**src/rtl/vga_scanout.sv**
```systemverilog
// VGA scanout: timing counters, frame-buffer read addressing and a two-stage
// pipeline that keeps the returned pixel data aligned with the sync pulses.
module vga_scanout #(
  parameter int H_ACTIVE = 640,
  parameter int H_FP     = 16,
  parameter int H_SYNC   = 96,
  parameter int H_BP     = 48,
  parameter int V_ACTIVE = 480,
  parameter int V_FP     = 10,
  parameter int V_SYNC   = 2,
  parameter int V_BP     = 33,
  parameter int ADDR_W   = 19,
  parameter int COLOR_W  = 9
) (
  input  logic               clk,
  input  logic               rst_n,
  input  logic               pix_en,
  output logic [ADDR_W-1:0]  fb_endereco,
  output logic               fb_read_enable,
  input  logic [COLOR_W-1:0] fb_data,
  output logic               fb_livre,
  output logic [2:0]         vga_r,
  output logic [2:0]         vga_g,
  output logic [2:0]         vga_b,
  output logic               vga_hsync,
  output logic               vga_vsync,
  output logic               frame_start
);

  localparam int H_TOTAL  = H_ACTIVE + H_FP + H_SYNC + H_BP;
  localparam int V_TOTAL  = V_ACTIVE + V_FP + V_SYNC + V_BP;
  localparam int HW       = $clog2(H_TOTAL);
  localparam int VW       = $clog2(V_TOTAL);
  localparam int HS_FIRST = H_ACTIVE + H_FP;
  localparam int HS_LAST  = H_ACTIVE + H_FP + H_SYNC - 1;
  localparam int VS_FIRST = V_ACTIVE + V_FP;
  localparam int VS_LAST  = V_ACTIVE + V_FP + V_SYNC - 1;

  logic [HW-1:0]     h_cnt;
  logic [VW-1:0]     v_cnt;
  logic [ADDR_W-1:0] addr;
  logic              active;
  logic              h_last;
  logic              v_last;
  logic              wrap;
  logic              hs_now;
  logic              vs_now;
  logic              active_d;
  logic              hs_d;
  logic              vs_d;

  assign h_last = (h_cnt == HW'(H_TOTAL - 1));
  assign v_last = (v_cnt == VW'(V_TOTAL - 1));
  assign wrap   = h_last && v_last;
  assign active = (h_cnt < HW'(H_ACTIVE)) && (v_cnt < VW'(V_ACTIVE));
  assign hs_now = !((h_cnt >= HW'(HS_FIRST)) && (h_cnt <= HW'(HS_LAST)));
  assign vs_now = !((v_cnt >= VW'(VS_FIRST)) && (v_cnt <= VW'(VS_LAST)));

  // The port is only ours while a visible pixel is being fetched; reset frees it.
  assign fb_read_enable = pix_en && active && rst_n;
  assign fb_livre       = !(active && rst_n);
  assign fb_endereco    = addr;

  always_ff @(posedge clk or negedge rst_n) begin
    if (!rst_n) begin
      h_cnt <= '0;
      v_cnt <= '0;
      addr  <= '0;
    end else if (pix_en) begin
      if (h_last) begin
        h_cnt <= '0;
        v_cnt <= v_last ? '0 : v_cnt + VW'(1);
      end else begin
        h_cnt <= h_cnt + HW'(1);
      end
      if (wrap) begin
        addr <= '0;
      end else if (active) begin
        addr <= addr + ADDR_W'(1);
      end
    end
  end

  always_ff @(posedge clk or negedge rst_n) begin
    if (!rst_n) begin
      active_d <= 1'b0;
      hs_d     <= 1'b1;
      vs_d     <= 1'b1;
    end else if (pix_en) begin
      active_d <= active;
      hs_d     <= hs_now;
      vs_d     <= vs_now;
    end
  end

  // Data for the pixel read on the previous pix_en edge is on fb_data now.
  always_ff @(posedge clk or negedge rst_n) begin
    if (!rst_n) begin
      vga_r     <= '0;
      vga_g     <= '0;
      vga_b     <= '0;
      vga_hsync <= 1'b1;
      vga_vsync <= 1'b1;
    end else if (pix_en) begin
      vga_hsync <= hs_d;
      vga_vsync <= vs_d;
      if (active_d) begin
        vga_r <= fb_data[8:6];
        vga_g <= fb_data[5:3];
        vga_b <= fb_data[2:0];
      end else begin
        vga_r <= '0;
        vga_g <= '0;
        vga_b <= '0;
      end
    end
  end

  always_ff @(posedge clk or negedge rst_n) begin
    if (!rst_n) begin
      frame_start <= 1'b0;
    end else begin
      frame_start <= pix_en && wrap;
    end
  end

endmodule
```
**config.mk**
```make
export PLATFORM = sky130hd
export DESIGN_NAME = vga_scanout
export DESIGN_NICKNAME = d
export VERILOG_FILES = /design/src/rtl/vga_scanout.sv
export SDC_FILE = /design/constraint.sdc
export NUM_CORES = 1
export LEC_CHECK = 0
export BUFFER_PORTS_ARGS = -buffer_cell sky130_fd_sc_hd__buf_2
export CAP_MARGIN = 20
export CORE_UTILIZATION = 63
export CTS_BUF_LIST = sky130_fd_sc_hd__clkbuf_2 sky130_fd_sc_hd__clkbuf_4 sky130_fd_sc_hd__clkbuf_8
export DETAILED_ROUTE_END_ITERATION = 8
export HOLD_SLACK_MARGIN = 0.1
export PLACE_DENSITY = 0.85
export SLEW_MARGIN = 20
export SYNTH_ARGS = -nofsm -noshare
export SYNTH_HDL_FRONTEND = slang
export SYNTH_SLANG_ARGS = --single-unit
```
**constraint.sdc**
```tcl
create_clock -name clk -period 3.5 [get_ports clk]
set_input_delay 1.05 -clock clk [delete_from_list [all_inputs] [get_ports clk]]
set_output_delay 1.05 -clock clk [all_outputs]
set_load 0.005 [all_outputs]
```
Word level (Yosys, flattened, before mapping). Cells that the tools add are included.

Equality and inequality tests: 2. Order comparisons: 6. Add/sub/neg operators: 3. Reduce and logical (&&, ||, !) cells: 14. Multiplexer cells: 7.

Operators by type and width (count): 19-bit two-way mux (2); 10-bit by 1-bit adder with 10-bit output, second input constant (2); 10-bit == test, second input constant (2); 10-bit two-way mux (2); 19-bit by 1-bit adder with 19-bit output, second input constant (1); 10-bit greater-or-equal comparator, second input constant (1); 10-bit by 9-bit greater-or-equal comparator with 1-bit output, second input constant (1); 10-bit less-or-equal comparator, second input constant (1); 10-bit by 9-bit less-or-equal comparator with 1-bit output, second input constant (1); 10-bit < comparator, second input constant (1); 10-bit by 9-bit < comparator with 1-bit output, second input constant (1); 3-bit two-way mux (3); 1-bit logical AND (8); 2-bit AND reduction (2); 1-bit logical NOT (3); 2-bit nonzero test (1).

Bits of input ports: 12. Flip-flop bits (word level): 54. Output and inout port bits: 33. Logic and storage cells: 44.

Depth between registers and ports, before layout. Gate-level depths: netlist (run 1).

Depth after elaboration: 4. Mapped depth: 8. Gate-level depth less buffers: 7.

Worst setup path before layout (run 1). No wires, ideal clock.

Path kind: input port to output port. Start: input port pix_en. End: output port fb_read_enable. Cell stages on the path: 3. Path buffers: 2. Slack: 784 ps. Arrival time: 1666 ps. Required time: 2450 ps. Path through: buf_2 clkbuf_1 and3_1.

Cells in the longest elaborated chain, start to end: 2.

RTL lines: start: declaration (RTL line 17) `input logic pix_en,`; 1-bit logical AND (2 in series) (RTL line 60) `assign fb_read_enable = pix_en && active && rst_n;`; end: declaration (RTL line 19) `output logic fb_read_enable,`.

Every way passes these cells.

Worst setup path after layout (run 1).
Start: register h_cnt[7]. End: output port fb_read_enable.

Cells in the longest elaborated chain, start to end: 4.

RTL lines: start: declaration (RTL line 39) `logic [HW-1:0] h_cnt;`; start signal: assignment (RTL line 74) `h_cnt <= h_cnt + HW'(1);`; 10-bit < comparator (RTL line 55) `assign active = (h_cnt < HW'(H_ACTIVE)) && (v_cnt < VW'(V_ACTIVE));`; 1-bit logical AND (RTL line 55); 1-bit logical AND (2 in series) (RTL line 60).

Every way passes these cells.

==> results.sh, run 1 <==
export IMPL_outcome="completed"
export IMPL_grt_use_total_pct=27.4
export IMPL_initial_standard_cell_utilization_of_the_core_pct=66.5
export IMPL_num_nets_final=344
export IMPL_detail_route_iter0_violations=218
export IMPL_yosysWarnings=0
export IMPL_routed_wl_um=5630
export IMPL_die_h_um=67.4
export IMPL_post_cts_setup_buffer_count=0
export IMPL_start_kind="flip-flop"
export IMPL_grt_max_degree=55
export IMPL_synthesized_area_per_cell_um2=9.47
export IMPL_synthFlopType="dfrtp_1"
export IMPL_n_antenna_cell=0
export IMPL_avgRoutedWirePerCell_um=14.9
export IMPL_holdCritStartpoint="hs_d"
export IMPL_fin_skew_ns=0.0108
export IMPL_share_of_synthesized_flip_flops_with_an_asynchronous_set_or_reset_pct=100
export IMPL_grt_ovfl_total=0
export IMPL_route_detailed_vias_per_inst=5.99
export IMPL_cts_made_buffers=5
export IMPL_fin_util_pct=75.6
export IMPL_floorplan_die_area_um2=4550
export IMPL_synth_cells=285
export IMPL_drt_first_pass_iters=4
export IMPL_worst_skew_pair_late_latency_ns=0.32
export IMPL_fp_coreArea_um2=4060
export IMPL_syn_cell_area_um2=2700
export IMPL_pin_slew_with_the_least_headroom_to_its_limit_ns=0.869
export IMPL_power_density_nw_per_um2=446
export IMPL_critPathLaunch="h_cnt[7]"
export IMPL_cap_violations=0
export IMPL_power_leakage_nw=1.43
export IMPL_cts_root_buffer_cell="clkbuf_8"
export IMPL_layout_commonest_cell="dfrtp_1"
export IMPL_max_clock_path_buffers=2
export IMPL_finalWorstPathRequiredPeriod_ns=2.70
export IMPL_post_synth_num_cell_types=44
export IMPL_rsz0062_at_grt="no"
export IMPL_synth_seq_area_share_pct=50.3
export IMPL_worst_r2r_cell_count=6
export IMPL_post_cts_resized_instances=0
export IMPL_postCtsHoldBufs=0
export IMPL_wire_length_of_the_first_global_routing_pass_um=9280
export IMPL_max_clock_freq_mhz=370
export IMPL_clock_input_transition_at_the_sequential_cells_of_the_worst_setup_and_hold_paths_ns=0.10
export IMPL_required_arrival_time_at_the_worst_endpoint_ns=2.45
export IMPL_drcViolationCount=0
export IMPL_slowest_delay_ns=0.45
export IMPL_number_of_nets_still_failing_antenna_checks_after_routing=0
export IMPL_worst_r2r_startpoint="h_cnt[0]"
export IMPL_finalMaxSlewViolations=0
export IMPL_ys_ff_latch=54
export IMPL_fin_tns_setup_ns=0
export IMPL_worst_hold_path_type="flip-flop to flip-flop"
export IMPL_pin_count=45
export IMPL_cts_num_sinks=54
export IMPL_grt_antenna_before_repair=0
export IMPL_ir_worst_vdd_mv=0.357
export IMPL_tritoncts="done"
export IMPL_worstSetupPathType="flip-flop to output port"
export IMPL_synth_enable_flop_cells=0
export IMPL_placedInstanceArea_um2=2970
export IMPL_synthToLayoutAreaGrowth_pct=13.8
export IMPL_grt_pass1_vias=2027
export IMPL_timing_hold_ws_ns=0.504
export IMPL_hpwl_um=3970
export IMPL_post_synth_net_total=302
export IMPL_tcrit_tclk_final_pct=77.2
export IMPL_setup_violations_final=0
export IMPL_place_port_buffers=44
export IMPL_crit_path_cell_trace="o21a_1 > nor3_1 > and3_1 > buf_2"
export IMPL_die_width_um=67.4
export IMPL_layout_common_cells="50 x dfrtp_1, 44 x buf_2, 31 x o21ai_0"
export IMPL_h_tree_depth=2
export IMPL_via_count=2264
export IMPL_fin_area_um2=3070
export IMPL_cp_data_arrival_time_ns=1.65
export IMPL_drive_above_1_share_pct=22.3
export IMPL_p_total_mw=1.37
export IMPL_hold_path_depth=2
export IMPL_timing_max_slew_rel_slack_pct=41.5
export IMPL_timing_critical_path_to_type="output port"
export IMPL_final_hold_viol_count=0
export IMPL_finalWeightedCongestion=0.925
export IMPL_critPathMaxFanout=6
export IMPL_rows=23
export IMPL_crit_path_max_delay_cell_type="dfrtp_1"
-- state kept, by name, indices dropped and copies added (netlist names) --
signal       flops
active_d         1
fb_endereco     19
frame_start      1
h_cnt           10
hs_d             1
v_cnt           10
vga_b            3
vga_g            3
vga_hsync        1
vga_r            3
vga_vsync        1
vs_d             1
-- final cells by class --
type	count	area, µm²
fill	290	988
tap	50	62.6
clock buffer	5	68.8
timing repair buffer	49	258
sequential	54	1360
clock inverter	3	26.3
inverter	17	63.8
multi-input combinational	200	1230
-- power breakdown --
| group | total (mW) | switching (mW) | internal (mW) |
|---|---|---|---|
| clock network | 0.362 | 0.217 | 0.145 |
| logic | 0.223 | 0.120 | 0.103 |
| registers | 0.783 | 0.0905 | 0.693 |
-- critical path: cells and delay by family (launching register included) --
kind                   cells  cell delay, ns
AOI/OAI and AO/OA          1            0.25
buffers and inverters      1            0.10
DFF                        1            0.45
and+or+nand+nor            2            0.53
-- final timing paths --
| kind | slack (ns) | end |
|---|---|---|
| hold / removal | 0.50 | hs_d |
| min in group asynchronous | 0.88 | h_cnt[6] |
| setup reg to reg | 1.30 | fb_endereco[10] |
| max in group asynchronous | 2.16 | v_cnt[0] |
| hold reg to reg | 0.50 | hs_d |
| setup / recovery | 0.80 | fb_read_enable |
-- logic make-up after synthesis --
logic type | after synthesis | synth area share, %
and+or+nand+nor | 120 | 23.9
DFF | 54 | 50.3
AOI/OAI and AO/OA | 52 | 11.1
buffers and inverters | 31 | 4.68
xor gates and xnor gates | 20 | 6.49
adders and majority gates | 5 | 2.32
muxes | 3 | 1.25
-- per-layer routing --
layer / up-vias / global-route usage [%] / part of all wire (%) / wire, µm
li1: 1093 / - / - / -
met1: 1067 / 37.4 / 45 / 2530
met2: 94 / 43.1 / 47 / 2640
met3: 10 / 5.57 / 6.3 / 357
met4: 0 / 10.4 / 1.8 / 103
met5: - / 0 / 0 / 0
-- synth_stat cells, types with 6 or more instances --
cell	number	share of area, %
dfrtp_1	50	46
o21ai_0	31	5.8
nand3_1	26	4.8
nand2_1	24	3.3
nor2_1	21	2.9
inv_1	17	2.4
nand4_1	13	3.0
xor2_1	11	3.6
clkbuf_1	10	1.4
xnor2_1	9	2.9
and3_1	7	1.6
a21oi_1	6	1.1
nor3_1	6	1.1
-- stage by stage --
step / std cells / setup WS, ns
5_1_grt: 378 / 0.661
2_1_floorplan: 285 / 0.784
3_5_place_dp: 370 / 0.586
3_3_place_gp: 370 / 0.709
4_1_cts: 378 / 0.795
6_report: 378 / 0.797
(Power assumes the default switching activity.)
==> run 2: changes to the inputs <==
CORE_UTILIZATION = 52   (was 63)
PLACE_DENSITY = 0.75   (was 0.85)
clock period = 2.45 ns   (was 3.5 ns; I/O delays follow)
==> run 2 against run 1 <==
Effect of this change: clock skew down 0.0054 ns; flip-flop and latch count unchanged; largest cell class unchanged; global-route usage down 3.7 points; first-iteration DRC count down 34%; worst setup slack got worse by 0.64 ns.
==> results.sh, run 2 (synthesized netlist as in run 1, its figures left out) <==
export IMPL_slowest_delay_ns=0.48
export IMPL_power_share_sequential_pct=55.1
export IMPL_worst_hold_path_type="input port to async pin"
export IMPL_num_nets_final=352
export IMPL_max_clock_path_buffers=2
export IMPL_max_reg_flops=19
export IMPL_detail_route_iter0_violations=144
export IMPL_timing_max_slew_rel_slack_pct=54.5
export IMPL_max_clock_freq_mhz=437
export IMPL_power_leakage_nw=1.48
export IMPL_pin_slew_with_the_least_headroom_to_its_limit_ns=0.683
export IMPL_drcViolationCount=0
export IMPL_placedInstanceArea_um2=3060
export IMPL_via_count=2298
export IMPL_hpwl_um=4160
export IMPL_n_antenna_cell=0
export IMPL_grt_use_total_pct=23.7
export IMPL_fin_area_um2=3170
export IMPL_route_detailed_vias_per_inst=5.70
export IMPL_timing_critical_path_to_type="output port"
export IMPL_fin_util_pct=65.4
export IMPL_avgRoutedWirePerCell_um=14.9
export IMPL_drive_above_1_share_pct=24.4
export IMPL_combinationalPowerShare_pct=15.7
export IMPL_cp_depth=4
export IMPL_die_h_um=74.0
export IMPL_finalWeightedCongestion=0.880
export IMPL_final_hold_viol_count=0
export IMPL_post_place_cells=395
export IMPL_critPathMaxFanout=6
export IMPL_ir_worst_vdd_mv=0.374
export IMPL_power_switching_mw=0.593
export IMPL_worstSetupPathType="flip-flop to output port"
export IMPL_cts_num_sinks=54
export IMPL_power_density_nw_per_um2=641
export IMPL_wire_length_of_the_first_global_routing_pass_um=9860
export IMPL_worst_skew_pair_late_latency_ns=0.31
export IMPL_cts_root_buffer_cell="clkbuf_8"
export IMPL_netSwitchingFraction_pct=29.2
export IMPL_required_arrival_time_at_the_worst_endpoint_ns=1.71
export IMPL_place_port_buffers=44
export IMPL_fp_coreArea_um2=4850
export IMPL_tritoncts="done"
export IMPL_tcrit_tclk_final_pct=93.5
export IMPL_pin_count=45
export IMPL_clock_input_transition_at_the_sequential_cells_of_the_worst_setup_and_hold_paths_ns=0.10
export IMPL_h_tree_depth=2
export IMPL_grt_ovfl_total=0
export IMPL_initial_standard_cell_utilization_of_the_core_pct=55.6
export IMPL_finalWorstPathRequiredPeriod_ns=2.29
export IMPL_cp_data_arrival_time_ns=1.56
export IMPL_grt_antenna_before_repair=0
export IMPL_layout_common_cells="50 x dfrtp_1, 44 x buf_2, 31 x o21ai_0"
export IMPL_worst_r2r_cell_count=5
export IMPL_number_of_nets_still_failing_antenna_checks_after_routing=0
export IMPL_start_kind="flip-flop"
export IMPL_drt_first_pass_iters=4
export IMPL_critical_path_top_delay_family="simple AND/OR/NAND/NOR gates"
export IMPL_crit_path_cell_trace="and4_1 > nor3_2 > and3_1 > buf_2"
export IMPL_rows=25
export IMPL_clock_power_share_pct=29.2
export IMPL_outcome="completed"
export IMPL_finalMaxSlewViolations=0
export IMPL_fin_tns_setup_ns=0
export IMPL_routed_wl_um=6020
export IMPL_die_width_um=74.0
export IMPL_cts_made_buffers=5
export IMPL_p_int_mw=1.44
export IMPL_crit_path_max_delay_cell_type="dfrtp_1"
export IMPL_rsz0062_at_grt="no"
export IMPL_fin_cells=403
export IMPL_worstPathBufferInverterCount=1
export IMPL_fin_skew_ns=0.00540
export IMPL_layout_commonest_cell="dfrtp_1"
export IMPL_grt_max_degree=44
export IMPL_post_cts_setup_buffer_count=0
export IMPL_floorplan_die_area_um2=5480
export IMPL_grt_pass1_vias=2065
export IMPL_setup_violations_final=0
export IMPL_cap_violations=0
export IMPL_synthToLayoutAreaGrowth_pct=17.5
==> run 2: final cells by class <==
cell class / instances / area, µm²
Timing Repair Buffer: 57 / 318
Clock buffer: 5 / 68.8
Multi-Input combinational cell: 200 / 1240
Inverter: 17 / 63.8
Clock inverter: 3 / 40.0
Sequential cell: 54 / 1360
Tap cell: 67 / 83.8
Fill cell: 390 / 1680
==> run 2: path summary, 6_finish.rpt <==
kind | start | to | slack, ns
min reg2reg | hs_d | hs_d | 0.49
max | v_cnt[5] | fb_read_enable | 0.16
max reg2reg | v_cnt[8] | fb_endereco[7] | 0.33
min in group clk | hs_d | hs_d | 0.49
max in group asynchronous | rst_n | v_cnt[6] | 1.52
min | rst_n | fb_endereco[7] | 0.41
==> run 2: worst register-to-register path, cell delays in order, from the launching register on <==
cell and delay, ns:
dfrtp_1 0.44, and4_1 0.30, or4b_4 0.53, or4_4 0.52
xor2_1 0.19, nor2_2 0.05
==> run 2: timing repair <==
item,4_1_cts,5_1_grt
hold buffers,0,0
gates resized for setup,0,1
hold endpoints to repair,0,0
endpoints found under the setup margin,0,1
==> run 2: metrics by stage <==
stage	hold slack [ns]	power (mW)	setup slack, ns
after global placement	0.482	1.44	0.237
after global routing	0.420	2.13	0.0719
after CTS	0.405	2.05	0.0921
after floorplan	0.439	1.31	0.155
final	0.411	2.03	0.159
after detailed placement	0.476	1.46	0.214
==> run 2: per-layer routing <==
metal	vias up	part of all wire [%]	global-route usage [%]
met1	1119	44	31.1
met5	-	0	0
li1	1112	-	-
met3	4	4.4	3.79
met4	0	0.85	7.91
met2	63	50	40.2
==> run 2: power groups by stage <==
| stage | combinational (mW) | clock [mW] | sequential [mW] |
|---|---|---|---|
| 6_report | 0.319 | 0.592 | 1.12 |
| 5_1_grt | 0.364 | 0.632 | 1.14 |
| 4_1_cts | 0.323 | 0.604 | 1.12 |
| 3_5_place_dp | 0.322 | 0 | 1.14 |
| 3_3_place_gp | 0.307 | 0 | 1.13 |
| 2_1_floorplan | 0.203 | 0 | 1.10 |
